$ cat config.mk
export PLATFORM = sky130hd
export DESIGN_NAME = hero_write_rx
export DESIGN_NICKNAME = d
export VERILOG_FILES = /design/src/rtl/hero_write_rx.sv
export SDC_FILE = /design/constraint.sdc
export NUM_CORES = 1
export LEC_CHECK = 0
export CAP_MARGIN = 15
export CORE_MARGIN = 3
export CORE_UTILIZATION = 40
export DETAILED_ROUTE_END_ITERATION = 10
export GPL_TIMING_DRIVEN = 0
export SLEW_MARGIN = 40
export SYNTH_ARGS = -nofsm -noshare
export SYNTH_HDL_FRONTEND = slang
export SYNTH_SLANG_ARGS = --single-unit
$ cat constraint.sdc
create_clock -name clk -period 8.5 [get_ports clk]
set_clock_uncertainty 0.2 [all_clocks]
set_input_delay 1.7 -clock clk [delete_from_list [all_inputs] [get_ports clk]]
set_output_delay 1.7 -clock clk [all_outputs]
set_load 0.02 [all_outputs]
$ cat src/rtl/hero_write_rx.sv
// rtl/hero_write_rx.sv - hero write bus receive stage: beat framing, FIFO buffering, sticky errors
module hero_write_rx #(
   parameter  int DEPTH      = 8,
   parameter  int MAX_BEATS  = 16,
   parameter  int HERO_WIDTH = 36,
   localparam int BEAT_W     = $clog2(MAX_BEATS),
   localparam int LVL_W      = $clog2(DEPTH) + 1
) (
   input  logic                   clk,
   input  logic                   rst_n,
   input  logic [HERO_WIDTH+9:0]  hero_in,
   output logic                   out_valid,
   input  logic                   out_ready,
   output logic [HERO_WIDTH-1:0]  out_wdat,
   output logic [6:0]             out_sub,
   output logic [BEAT_W-1:0]      out_beat_idx,
   output logic                   out_last,
   output logic [LVL_W-1:0]       fifo_level,
   output logic                   txn_done,
   output logic                   err_overflow,
   output logic                   err_length,
   output logic                   err_proto,
   input  logic                   err_clr
);

   localparam int PTR_W = $clog2(DEPTH);
   localparam int ENT_W = HERO_WIDTH + 7 + BEAT_W + 1;

   localparam logic [1:0]        CT_VALID   = 2'd1;
   localparam logic [1:0]        CT_DONE    = 2'd2;
   localparam logic [1:0]        CT_ILLEGAL = 2'd3;
   localparam logic [LVL_W-1:0]  FULL_LVL   = LVL_W'(DEPTH);
   localparam logic [BEAT_W-1:0] LAST_IDX   = BEAT_W'(MAX_BEATS - 1);

   typedef enum logic [1:0] {
      ST_IDLE   = 2'd0,
      ST_ACTIVE = 2'd1,
      ST_DROP   = 2'd2
   } state_t;

   // registered state
   state_t              state_q, state_d;
   logic [BEAT_W-1:0]   cnt_q, cnt_d;
   logic [LVL_W-1:0]    level_q, level_d;
   logic [PTR_W-1:0]    wr_ptr_q, wr_ptr_d;
   logic [PTR_W-1:0]    rd_ptr_q, rd_ptr_d;
   logic                txn_done_q, txn_done_d;
   logic                err_overflow_q, err_overflow_d;
   logic                err_length_q, err_length_d;
   logic                err_proto_q, err_proto_d;
   logic [ENT_W-1:0]    mem_q [DEPTH];

   // decoded input beat
   logic [1:0]            cyc_type;
   logic [HERO_WIDTH-1:0] wdat_in;
   logic [6:0]            sub_in;
   logic                  clk_en_in;
   logic                  beat_qual;
   logic                  beat_is_done;
   logic                  beat_illegal;

   // FIFO control
   logic                  full;
   logic                  pop;
   logic                  push;
   logic                  wr_last;
   logic [BEAT_W-1:0]     wr_idx;
   logic [ENT_W-1:0]      wr_entry;
   logic [ENT_W-1:0]      head;
   logic                  set_ovf;
   logic                  set_len;

   // Split the bus word into its fields and classify the beat
   always_comb begin
      cyc_type     = hero_in[HERO_WIDTH+9:HERO_WIDTH+8];
      wdat_in      = hero_in[HERO_WIDTH+7:8];
      sub_in       = hero_in[7:1];
      clk_en_in    = hero_in[0];
      beat_is_done = clk_en_in && (cyc_type == CT_DONE);
      beat_qual    = clk_en_in && ((cyc_type == CT_VALID) || (cyc_type == CT_DONE));
      beat_illegal = clk_en_in && (cyc_type == CT_ILLEGAL);
   end

   // Framing FSM: decides whether the beat is written, its index and last flag
   always_comb begin
      state_d = state_q;
      cnt_d   = cnt_q;
      push    = 1'b0;
      wr_last = 1'b0;
      wr_idx  = cnt_q;
      set_ovf = 1'b0;
      set_len = 1'b0;
      full    = (level_q == FULL_LVL);
      if (beat_qual) begin
         case (state_q)
            ST_DROP: begin
               if (beat_is_done) begin
                  state_d = ST_IDLE;
               end
            end
            default: begin
               if (full) begin
                  // A full FIFO drops the beat; a VALID leaves the rest of the txn to be discarded
                  set_ovf = 1'b1;
                  cnt_d   = '0;
                  state_d = beat_is_done ? ST_IDLE : ST_DROP;
               end else begin
                  push   = 1'b1;
                  wr_idx = (state_q == ST_IDLE) ? '0 : cnt_q;
                  if (beat_is_done) begin
                     wr_last = 1'b1;
                     cnt_d   = '0;
                     state_d = ST_IDLE;
                  end else if ((state_q == ST_ACTIVE) && (cnt_q == LAST_IDX)) begin
                     // Longest legal txn reached: close it here and swallow the remainder
                     wr_last = 1'b1;
                     set_len = 1'b1;
                     cnt_d   = '0;
                     state_d = ST_DROP;
                  end else begin
                     cnt_d   = wr_idx + BEAT_W'(1);
                     state_d = ST_ACTIVE;
                  end
               end
            end
         endcase
      end
   end

   // FIFO pointers, occupancy and completion pulse
   always_comb begin
      pop        = (level_q != '0) && out_ready;
      wr_entry   = {wdat_in, sub_in, wr_idx, wr_last};
      head       = mem_q[rd_ptr_q];
      wr_ptr_d   = push ? wr_ptr_q + PTR_W'(1) : wr_ptr_q;
      rd_ptr_d   = pop  ? rd_ptr_q + PTR_W'(1) : rd_ptr_q;
      level_d    = level_q + {{(LVL_W-1){1'b0}}, push} - {{(LVL_W-1){1'b0}}, pop};
      txn_done_d = push && wr_last;
   end

   // Sticky errors: a new event wins over a simultaneous clear
   always_comb begin
      err_overflow_d = set_ovf      || (err_overflow_q && !err_clr);
      err_length_d   = set_len      || (err_length_q   && !err_clr);
      err_proto_d    = beat_illegal || (err_proto_q    && !err_clr);
   end

   // Control and status registers
   always_ff @(posedge clk or negedge rst_n) begin
      if (!rst_n) begin
         state_q        <= ST_IDLE;
         cnt_q          <= '0;
         level_q        <= '0;
         wr_ptr_q       <= '0;
         rd_ptr_q       <= '0;
         txn_done_q     <= 1'b0;
         err_overflow_q <= 1'b0;
         err_length_q   <= 1'b0;
         err_proto_q    <= 1'b0;
      end else begin
         state_q        <= state_d;
         cnt_q          <= cnt_d;
         level_q        <= level_d;
         wr_ptr_q       <= wr_ptr_d;
         rd_ptr_q       <= rd_ptr_d;
         txn_done_q     <= txn_done_d;
         err_overflow_q <= err_overflow_d;
         err_length_q   <= err_length_d;
         err_proto_q    <= err_proto_d;
      end
   end

   // Beat storage; contents are only observed through the valid-gated head
   always_ff @(posedge clk) begin
      if (push) begin
         mem_q[wr_ptr_q] <= wr_entry;
      end
   end

   // Head outputs are forced to zero while the FIFO is empty so reset clears them at once
   assign out_valid    = (level_q != '0);
   assign out_wdat     = out_valid ? head[ENT_W-1 -: HERO_WIDTH] : '0;
   assign out_sub      = out_valid ? head[BEAT_W+7:BEAT_W+1]     : '0;
   assign out_beat_idx = out_valid ? head[BEAT_W:1]              : '0;
   assign out_last     = out_valid ? head[0]                     : 1'b0;
   assign fifo_level   = level_q;
   assign txn_done     = txn_done_q;
   assign err_overflow = err_overflow_q;
   assign err_length   = err_length_q;
   assign err_proto    = err_proto_q;

endmodule

After elaboration in Yosys (flattened, before gate mapping) --
Memories as Yosys holds them, arrays and structs flattened. Cells that the tools add are included.
Word-level totals: memories kept 1, register bits 20, RAM bits 384, logic and storage cells 76, output and inout bits 57, input port bits 50
Memories:
- mem_q | depth 8, width 48, read ports 1, clocked after memory_dff 0, write ports 1, line 51 | logic [ENT_W-1:0] mem_q [DEPTH];
Cells by class: bitwise logic cells 1, reductions and logical operators 18, add/subtract/negate cells 5, muxes and demuxes 34, eq/ne operators 8
Operator list (number):
- 36-bit two-way mux | 1
- 4-bit two-way mux | 8
- 1-bit two-way mux | 18
- 2-bit two-way mux | 6
- 1-bit logical AND | 9
- 4-bit equality test (second input constant) | 2
- 7-bit two-way mux | 1
- 3-bit by 1-bit adder with 3-bit output (second input constant) | 2
- 2-bit equality test (second input constant) | 3
- 4-bit by 1-bit adder with 4-bit output | 1
- 4-bit by 1-bit adder with 4-bit output (second input constant) | 1
- 2-bit by 1-bit equality test with 1-bit output (second input constant) | 2
- 1-bit logical OR | 4
- 2-bit AND reduction | 2
- 4-bit nonzero test | 1
- 4-bit by 1-bit subtractor with 4-bit output | 1
- 2-bit logical NOT | 1
- 2-bit inequality test (second input constant) | 1
- 1-bit logical NOT | 1
- 1-bit NOT | 1

Depth between registers and ports, before layout --
Gate-level depths: netlist (run 1).
depth after elaboration 8, gate-level depth with buffers 12, depth with buffers taken out 11

Worst setup path before layout (run 1) --
No wires, ideal clock.
path kind input -> register, start point input port hero_in[44], end point memory mem_q[0][0] (netlist bit) (enable), setup slack 0.553 ns, data required time 7.728 ns, path buffers 1, cell stages on the path 7, data arrival time 7.175 ns, library setup time 0.572 ns, cell sequence inv_1 ha_1 and2b_1 and2_1 buf_4 nand2_2 nor4_1
Between the ends: cells in the longest elaborated chain, start to end 6, elaborated cells on any way between the ends 7, classes of those cells eq/ne: 2; mux: 3; reduce/logical: 2
RTL lines:
- start: declaration | line 11 | input logic [HERO_WIDTH+9:0] hero_in,
- 2-bit by 1-bit equality test with 1-bit output or 2-bit equality test (tied branches) | line 80 | beat_qual = clk_en_in && ((cyc_type == CT_VALID) || (cyc_type == CT_DONE));
- 1-bit logical OR (*) | line 80
- 1-bit logical AND (*) | line 80
- 1-bit two-way mux (*) | line 94 | if (beat_qual) begin
- 1-bit two-way mux (*) | line 175 | if (push) begin
- 1-bit two-way mux (not written as such) (*) | line 176 | mem_q[wr_ptr_q] <= wr_entry;
- end: declaration | line 51
Every way passes the cells marked *; elsewhere a longest branch is shown, timed or not.

Final worst setup path (run 1) --
start point register level_q[2], in the netlist fifo_level[2], end point output port out_wdat[28]
Between the ends: cells in the longest elaborated chain, start to end 2
RTL lines:
- start: declaration | line 44 | logic [LVL_W-1:0] level_q, level_d;
- start signal: assignment | line 163 | level_q <= level_d;
- 4-bit nonzero test | line 181 | assign out_valid = (level_q != '0);
- 36-bit two-way mux | line 182 | assign out_wdat = out_valid ? head[ENT_W-1 -: HERO_WIDTH] : '0;
- end: declaration | line 14 | output logic [HERO_WIDTH-1:0] out_wdat,
Every way passes these cells.

==> summary.md, run 1 <==
| Metric | Value |
|---|---|
| Top library cells by usage in the layout, fill and taps aside | `sky130_fd_sc_hd__edfxtp_1 (384), sky130_fd_sc_hd__mux2i_1 (144), sky130_fd_sc_hd__clkdlybuf4s50_1 (105)` |
| I/O pins | `107` |
| Commonest non-fill, non-tap cell in the layout | `sky130_fd_sc_hd__edfxtp_1` |
| Sw Ratio | `about a third` |
| CTS root buf | `sky130_fd_sc_hd__clkbuf_16` |
| Met3 GRT Util | `3.28%` |
| Required time worst endpoint | `between 6 and 7 ns` |
| Total detailed-routing wirelength | `approximately 36 mm` |
| Fraction of layout instances using a drive strength above 1 | `between 15 and 20%` |
| Maximum number of pins on one net before global-route repair | `21` |
| Area of the mapped netlist | `roughly 0.016 mm^2` |
| Final worst-path setup slack | `3.10 ns` |
| Synth unique cells | `36` |
| Largest family of logic cells by synthesized area | `multiplexers` |
| Global Route met1 Usage | `24.2%` |
| TritonCTS buffer count | `43` |
| Final Max Tran Viols | `0` |
| Clock transition at the registers of the reported paths | `0.05 ns` |
| Initial antenna violation count | `1` |
| Clock share of power | `24.6%` |
| Int Pwr | `4.48 mW` |
| Share of synthesized area occupied by flip-flops and latches | `74.7%` |
| Xor/xnor cell area share of the yosys netlist | `0.381%` |
| CP Cell Sequence | `inv_1 > ha_1 > nor3b_1 > inv_1 > clkbuf_1 > clkbuf_1 > and3_1 > clkdlybuf4s50_1` |
| Path depth of the worst reg2reg path | `9` |
| Worst slack on hold paths | `0.296 ns` |
| Reg power frac | `36.2%` |
| Post-synthesis simple-gate area fraction | `roughly 5.5%` |
| Post-synthesis register bit count | `404` |
| Global-route total usage across every layer | `between 15 and 20%` |
| Worst Path Arrival | `3.50 ns` |
| Worst-Margin Slew | `around 0.75 ns` |
| Count of final hold-check violations | `0` |
| Global-route wire length before repair | `54.5 mm` |
| Vias | `8770` |
| Global routing met2 resource utilization | `27.1%` |
| Post-synthesis compound-gate area fraction | `7.24%` |
| Avg Synthesized Cell Area | `17.1 um^2` |
| Number of buffers on the longest clock path | `3` |
| Standby leakage power | `between 6 and 7 nW` |
| Overall Power | `6.80 mW` |
| Number of cells on the worst hold path | `1` |
| Remaining max-slew budget at the tightest pin | `roughly 50%` |
| Syn nets | `1003` |
| Starting DRT DRC Count | `638` |
| Synth async-reset ratio | `4.95%` |
| Placed Instance Area | `roughly 0.018 mm^2` |
| Pre-Repair DR Iteration Count | `4` |
| Fmax | `approximately 190 MHz` |
| Synthesis-to-finish area growth | `21.6%` |
| Total global routing overflow | `0` |
| Startpoint Class | `flop` |
| Number of buffers inserted by port buffering | `106` |
| Routed wirelength normalized by instance count | `21.0 um` |
| Die width | `between 200 and 250 um` |
| Final period util | `63.5%` |
| Global routing's busiest layer | `met2` |
| Combinational fraction of design power | `39.2%` |
| Gp weighted congestion | `0.705` |
| Worst Path Max Fanout | `10` |
| Maximum level of the CTS H-tree | `2` |
| Min Tclk post-route | `5.40 ns` |
| Cells resized by post-CTS repair | `0` |
| Cell accounting for the most synthesized area | `sky130_fd_sc_hd__edfxtp_1` |
| CP endpoint kind | `output pin` |
| FP Rows | `a little over 70` |
| Via count of the first global-routing pass | `9163` |
| Post-place setup slack | `3.34 ns` |
| Proportion of synthesized area in mux cells | `9.09%` |
| Cell area power density | `347 mW/mm^2` |
| Effective utilization at floorplan | `41.1%` |
| Accumulated negative setup slack | `0 ns` |
| Post-route cell area | `a little under 0.02 mm^2` |
| Number of warnings reported in the yosys synthesis log | `0` |
| Remaining routing DRC violations | `0` |
| Number of violations of the max-capacitance limit | `0` |
| Detail Placement HPWL | `23.8 mm` |
| Number of synthesized flops with an enable pin | `384` |
| Synth top area share | `71.6%` |
| Standard cell with the maximum stage delay on the critical path | `sky130_fd_sc_hd__clkdlybuf4s50_1` |
| Hold-fix buffer count after cts | `0` |
| Buffers inserted during post-CTS setup optimization | `0` |
| Outcome | `finished clean` |
| Most used DFF post-synth | `sky130_fd_sc_hd__edfxtp_1` |
| Peak ir drop on the vdd network | `between 0.15 and 0.2 mV` |
| Peak per-stage delay on the critical path | `0.62 ns` |
| Unrepaired setup endpoints after global routing | `false` |
| Routed via count divided by cell count | `just over 5` |
| Die Outline Area | `roughly 0.043 mm^2` |
| Crit path kind | `reg2out` |
| CTS tree | `yes` |
| Cell types with the largest area share after synthesis | `sky130_fd_sc_hd__edfxtp_1 (72%), sky130_fd_sc_hd__mux2i_1 (8.9%), sky130_fd_sc_hd__dfrtp_1 (3.1%)` |
| Area share of fa/ha/maj cells after synthesis | `0.978%` |
| Switching pwr | `around 2.3 mW` |
| Final net count | `around 1200` |
| Cell count after synthesis | `941` |
| Number of inserted filler cells in the final layout | `3261` |
| Final setup viols | `0` |
| Source-to-sink clock delay at the later pin of the worst-skew pair | `0.53 ns` |
| Core Box Area | `0.0392 mm^2` |
| Type of the most critical hold path | `reg2reg` |
| Antenna violation net count after detailed routing | `0` |
| Clock sink count | `404` |
| Height of the chip | `207 um` |
-- per-stage QoR --
step | utilization [%] | cells
2_1_floorplan | - | 941
4_1_cts | 50.0 | 1699
3_3_place_gp | 45.5 | 1565
3_5_place_dp | 46.8 | 1622
6_report | 50.0 | 1700
5_1_grt | 50.0 | 1699
-- critical path: cells and delay by family (launching register included) --
| kind | cells | cell delay, ns |
|---|---|---|
| flip-flops | 1 | 0.34 |
| adder cells (fa/ha/maj) | 1 | 0.19 |
| buffers and inverters | 5 | 1.99 |
| AND/OR/NAND/NOR | 2 | 0.45 |
-- kinds of logic after synthesis --
logic type      count (synthesis)
flops                         404
compound gates                159
simple gates                  150
mux                           146
buf+inv                        63
fa+ha+maj                      12
xor+xnor                        7
-- Yosys cell counts, types with 2 or more instances --
master	number
sky130_fd_sc_hd__a21o_1	2
sky130_fd_sc_hd__nand3_1	4
sky130_fd_sc_hd__and2_1	6
sky130_fd_sc_hd__edfxtp_1	384
sky130_fd_sc_hd__and3_1	48
sky130_fd_sc_hd__o21ai_0	2
sky130_fd_sc_hd__ha_1	11
sky130_fd_sc_hd__nand2b_1	5
sky130_fd_sc_hd__buf_2	17
sky130_fd_sc_hd__nor2_1	12
sky130_fd_sc_hd__nor2b_1	54
sky130_fd_sc_hd__nand2_1	9
sky130_fd_sc_hd__a32o_1	2
sky130_fd_sc_hd__mux2i_1	144
sky130_fd_sc_hd__clkbuf_1	15
sky130_fd_sc_hd__buf_6	4
sky130_fd_sc_hd__buf_4	17
sky130_fd_sc_hd__a211oi_1	28
sky130_fd_sc_hd__a21oi_1	52
sky130_fd_sc_hd__a211oi_2	20
sky130_fd_sc_hd__inv_1	10
sky130_fd_sc_hd__dfrtp_1	20
sky130_fd_sc_hd__xnor2_1	5
sky130_fd_sc_hd__nor3_1	6
sky130_fd_sc_hd__o31ai_1	2
sky130_fd_sc_hd__a22oi_1	49
sky130_fd_sc_hd__nor3b_1	2
sky130_fd_sc_hd__a22o_1	2
sky130_fd_sc_hd__xor2_1	2
-- registers in the layout, summed over array words and instances (netlist names) --
name,count
err_overflow,1
err_length,1
wr_ptr_q,3
mem_q,384
cnt_q,4
rd_ptr_q,3
err_proto,1
fifo_level,4
state_q,2
txn_done,1
-- power by group through the flow --
stage | logic, mW | registers, mW | clock network [mW]
after global placement | 2.63 | 2.52 | 0
after global routing | 2.87 | 2.48 | 1.80
final | 2.66 | 2.46 | 1.68
after floorplan | 1.58 | 2.51 | 0
after CTS | 2.71 | 2.46 | 1.71
after detailed placement | 2.70 | 2.50 | 0
-- worst paths after layout --
path                          startpoint       endpoint  slack (ns)
max in group asynchronous          rst_n  fifo_level[1]        6.78
max                        fifo_level[2]   out_wdat[28]        3.10
max reg2reg                   state_q[0]   mem_q[0][43]        5.59
min in group asynchronous          rst_n       txn_done        0.95
min reg2reg                   err_length     err_length        0.30
min                           err_length     err_length        0.30
-- layer usage --
metal	wire (um)	vias to the layer above
met2	16700	228
met1	16200	4393
met4	486	0
met5	0	-
met3	2240	39
li1	-	4110
-- layout make-up --
| class | count | area [um^2] | share of cell area [%] |
|---|---|---|---|
| sequential | 404 | 12000 | 61.4 |
| multi-input combinational | 474 | 3780 | 19.3 |
| timing repair buffer | 163 | 1520 | 7.76 |
| clock buffer | 60 | 1180 | 6.04 |
| tap | 518 | 648 | 3.31 |
| buffer | 53 | 314 | 1.60 |
| clock inverter | 17 | 76.3 | 0.390 |
| inverter | 10 | 37.5 | 0.192 |
| antenna | 1 | 2.50 | 0.0128 |
Power figures use the tool's default switching activity.
==> inputs of run 2 (changes only) <==
==> constraint.sdc (replaced) <==
create_clock -name clk -period 4.9 [get_ports clk]
set_clock_uncertainty 0.2 [all_clocks]
set_input_delay 0.98 -clock clk [delete_from_list [all_inputs] [get_ports clk]]
set_output_delay 0.98 -clock clk [all_outputs]
set_load 0.02 [all_outputs]
==> run 2 against run 1 <==
Flip-flop and latch count unchanged. Final area is 0.95% higher. Register-to-register slack worse by 3.5 ns. Largest cell class unchanged.
==> summary.md, run 2 (synthesized netlist as in run 1, its figures left out) <==
| Metric | Value |
|---|---|
| Startpoint Class | `flop (unchanged)` |
| Worst Path Arrival | `3.50 ns (about the same)` |
| Path depth of the worst reg2reg path | `9 (unchanged)` |
| CTS tree | `yes (unchanged)` |
| Min Tclk post-route | `between 4 and 5 ns` |
| Overall Power | `12.0 mW (was 6.80 mW)` |
| CTS root buf | `sky130_fd_sc_hd__clkbuf_16 (unchanged)` |
| Worst reg2reg setup slack | `2.12 ns (was 5.59 ns)` |
| Cells resized by post-CTS repair | `0 (unchanged)` |
| Antenna violation net count after detailed routing | `0 (unchanged)` |
| Die width | `207 um (unchanged)` |
| Clock sink count | `404 (unchanged)` |
| Crit path kind | `reg2out (unchanged)` |
| Initial antenna violation count | `2 (was 1)` |
| Routed wirelength normalized by instance count | `21.6 um (was 21.0 um)` |
| Number of inserted filler cells in the final layout | `3236 (was 3261)` |
| Pre-Repair DR Iteration Count | `5 (was 4)` |
| Gp weighted congestion | `0.720 (was 0.705)` |
| Clock transition at the registers of the reported paths | `0.06 ns (was 0.05 ns)` |
| Max FFs per register | `384 (unchanged)` |
| Final setup viols | `0 (unchanged)` |
| Effective utilization at floorplan | `41.1% (unchanged)` |
| Final Max Tran Viols | `0 (unchanged)` |
| Die Outline Area | `0.0427 mm^2 (unchanged)` |
| Starting DRT DRC Count | `596 (was 638)` |
| Maximum level of the CTS H-tree | `2 (unchanged)` |
| Core Box Area | `0.0392 mm^2 (unchanged)` |
| Maximum number of pins on one net before global-route repair | `21 (unchanged)` |
| Largest Register | `mem_q (unchanged)` |
| Detail Placement HPWL | `24.4 mm (was 23.8 mm)` |
| Total global routing overflow | `0 (unchanged)` |
| Type of the most critical hold path | `in2async (was reg2reg)` |
| I/O pins | `107 (unchanged)` |
| Count of final hold-check violations | `0 (unchanged)` |
| Global-route wire length before repair | `55.3 mm (was 54.5 mm)` |
| Standby leakage power | `6.95 nW (was 6.90 nW)` |
| Number of buffers on the longest clock path | `3 (unchanged)` |
| Height of the chip | `207 um (unchanged)` |
| Required time worst endpoint | `3.72 ns (was 6.60 ns)` |
| Buffers inserted during post-CTS setup optimization | `0 (unchanged)` |
| Routed via count divided by cell count | `5.20 (was 5.16)` |
| Final net count | `1206 (was 1211)` |
| Reg2reg end | `mem_q[2][29] (was mem_q[0][43])` |
| Unrepaired setup endpoints after global routing | `false (unchanged)` |
| Synthesis-to-finish area growth | `22.7% (was 21.6%)` |
| Final period util | `95.4%` |
| TritonCTS buffer count | `44 (was 43)` |
| R2r startpoint | `state_q[0] (unchanged)` |
| Worst-Margin Slew | `0.755 ns (was 0.749 ns)` |
| Cell area power density | `608 mW/mm^2 (was 347 mW/mm^2)` |
| Top library cells by usage in the layout, fill and taps aside | `sky130_fd_sc_hd__edfxtp_1 (384), sky130_fd_sc_hd__mux2i_1 (144), sky130_fd_sc_hd__clkdlybuf4s50_1 (105) (unchanged)` |
| CP endpoint kind | `output pin (unchanged)` |
| FP Rows | `72 (unchanged)` |
| Source-to-sink clock delay at the later pin of the worst-skew pair | `0.52 ns (was 0.53 ns)` |
| Total detailed-routing wirelength | `36.5 mm (was 35.7 mm)` |
| Remaining routing DRC violations | `0 (unchanged)` |
| Worst Path Max Fanout | `10 (unchanged)` |
| Hold-fix buffer count after cts | `0 (unchanged)` |
| Fraction of layout instances using a drive strength above 1 | `15.0% (was 15.2%)` |
| Number of violations of the max-capacitance limit | `0 (unchanged)` |
| Fmax | `214 MHz` |
| Worst slack on hold paths | `0.228 ns (was 0.296 ns)` |
| Peak ir drop on the vdd network | `0.382 mV (was 0.195 mV)` |
| Remaining max-slew budget at the tightest pin | `49.7% (was 50.1%)` |
| Vias | `8792 (was 8770)` |
| Global-route total usage across every layer | `17.2% (was 16.9%)` |
| Outcome | `finished clean (unchanged)` |
| Number of buffers inserted by port buffering | `106 (unchanged)` |
| Via count of the first global-routing pass | `9038 (was 9163)` |
| Commonest non-fill, non-tap cell in the layout | `sky130_fd_sc_hd__edfxtp_1 (unchanged)` |
-- run 2: cell count changes in the layout (fill, tap and decap cells not counted), sizes merged --
cell / previous run / this run
clkbuf: 75 / 66
clkinv: 16 / 18
diode: 1 / 2
inv: 11 / 10
buf: 96 / 90
bufinv: 0 / 4
-- run 2: through the flow --
stage / utilization (%) / worst slack, ns / instances / area [um^2] / TNS, ns
2_1_floorplan: - / -1.05 / 941 / 16100 / -165.55
3_3_place_gp: 45.5 / -5.25 / 1565 / 17800 / -1321.41
3_5_place_dp: 47.0 / 0.577 / 1616 / 18400 / 0
4_1_cts: 50.5 / 0.115 / 1689 / 19800 / 0
5_1_grt: 50.5 / 0.00328 / 1689 / 19800 / 0
6_report: 50.5 / 0.225 / 1691 / 19800 / 0
-- run 2: cell type report --
cell class	count	area [um^2]	area share, %
tap	518	648	3.28
buffer	53	314	1.59
clock inverter	22	195	0.987
inverter	10	37.5	0.190
sequential	404	12000	60.8
timing repair buffer	157	1600	8.11
antenna	2	5.00	0.0253
multi-input combinational	474	3790	19.2
clock buffer	51	1150	5.81
-- run 2: per-layer routing --
metal	wire length [um]	vias up	track usage, %
li1	-	4101	-
met1	16700	4399	25.1
met2	16800	233	27.3
met3	2310	57	3.07
met4	637	2	4.05
met5	20	-	0
-- run 2: power breakdown --
| group | internal [mW] | total [mW] | switching, mW |
|---|---|---|---|
| registers | 4.13 | 4.28 | 0.142 |
| logic | 1.97 | 4.65 | 2.68 |
| clock network | 1.87 | 3.10 | 1.23 |
| total | 7.97 | 12.0 | 4.05 |
-- run 2: worst max-delay path by stage --
stage               depth (start not counted)           end  slack, ns           from
global placement                            8  mem_q[6][28]      -5.25    hero_in[44]
detailed placement                         12  mem_q[2][32]       0.58    hero_in[44]
finish                                      8  out_wdat[29]       0.22  fifo_level[2]
floorplan                                   7   mem_q[2][0]      -1.05    hero_in[44]
global route                                8  out_wdat[27]      0.003  fifo_level[2]
CTS                                         8  out_wdat[27]       0.12  fifo_level[2]
-- run 2: worst max-delay path, cell delays in order, from the launching register on --
cell and delay [ns]:
sky130_fd_sc_hd__dfrtp_1 0.35, sky130_fd_sc_hd__inv_1 0.08, sky130_fd_sc_hd__ha_1 0.20, sky130_fd_sc_hd__nor3b_1 0.15
sky130_fd_sc_hd__inv_1 0.27, sky130_fd_sc_hd__clkbuf_1 0.50, sky130_fd_sc_hd__clkbuf_1 0.51, sky130_fd_sc_hd__and3_1 0.30
sky130_fd_sc_hd__clkdlybuf4s50_1 0.62
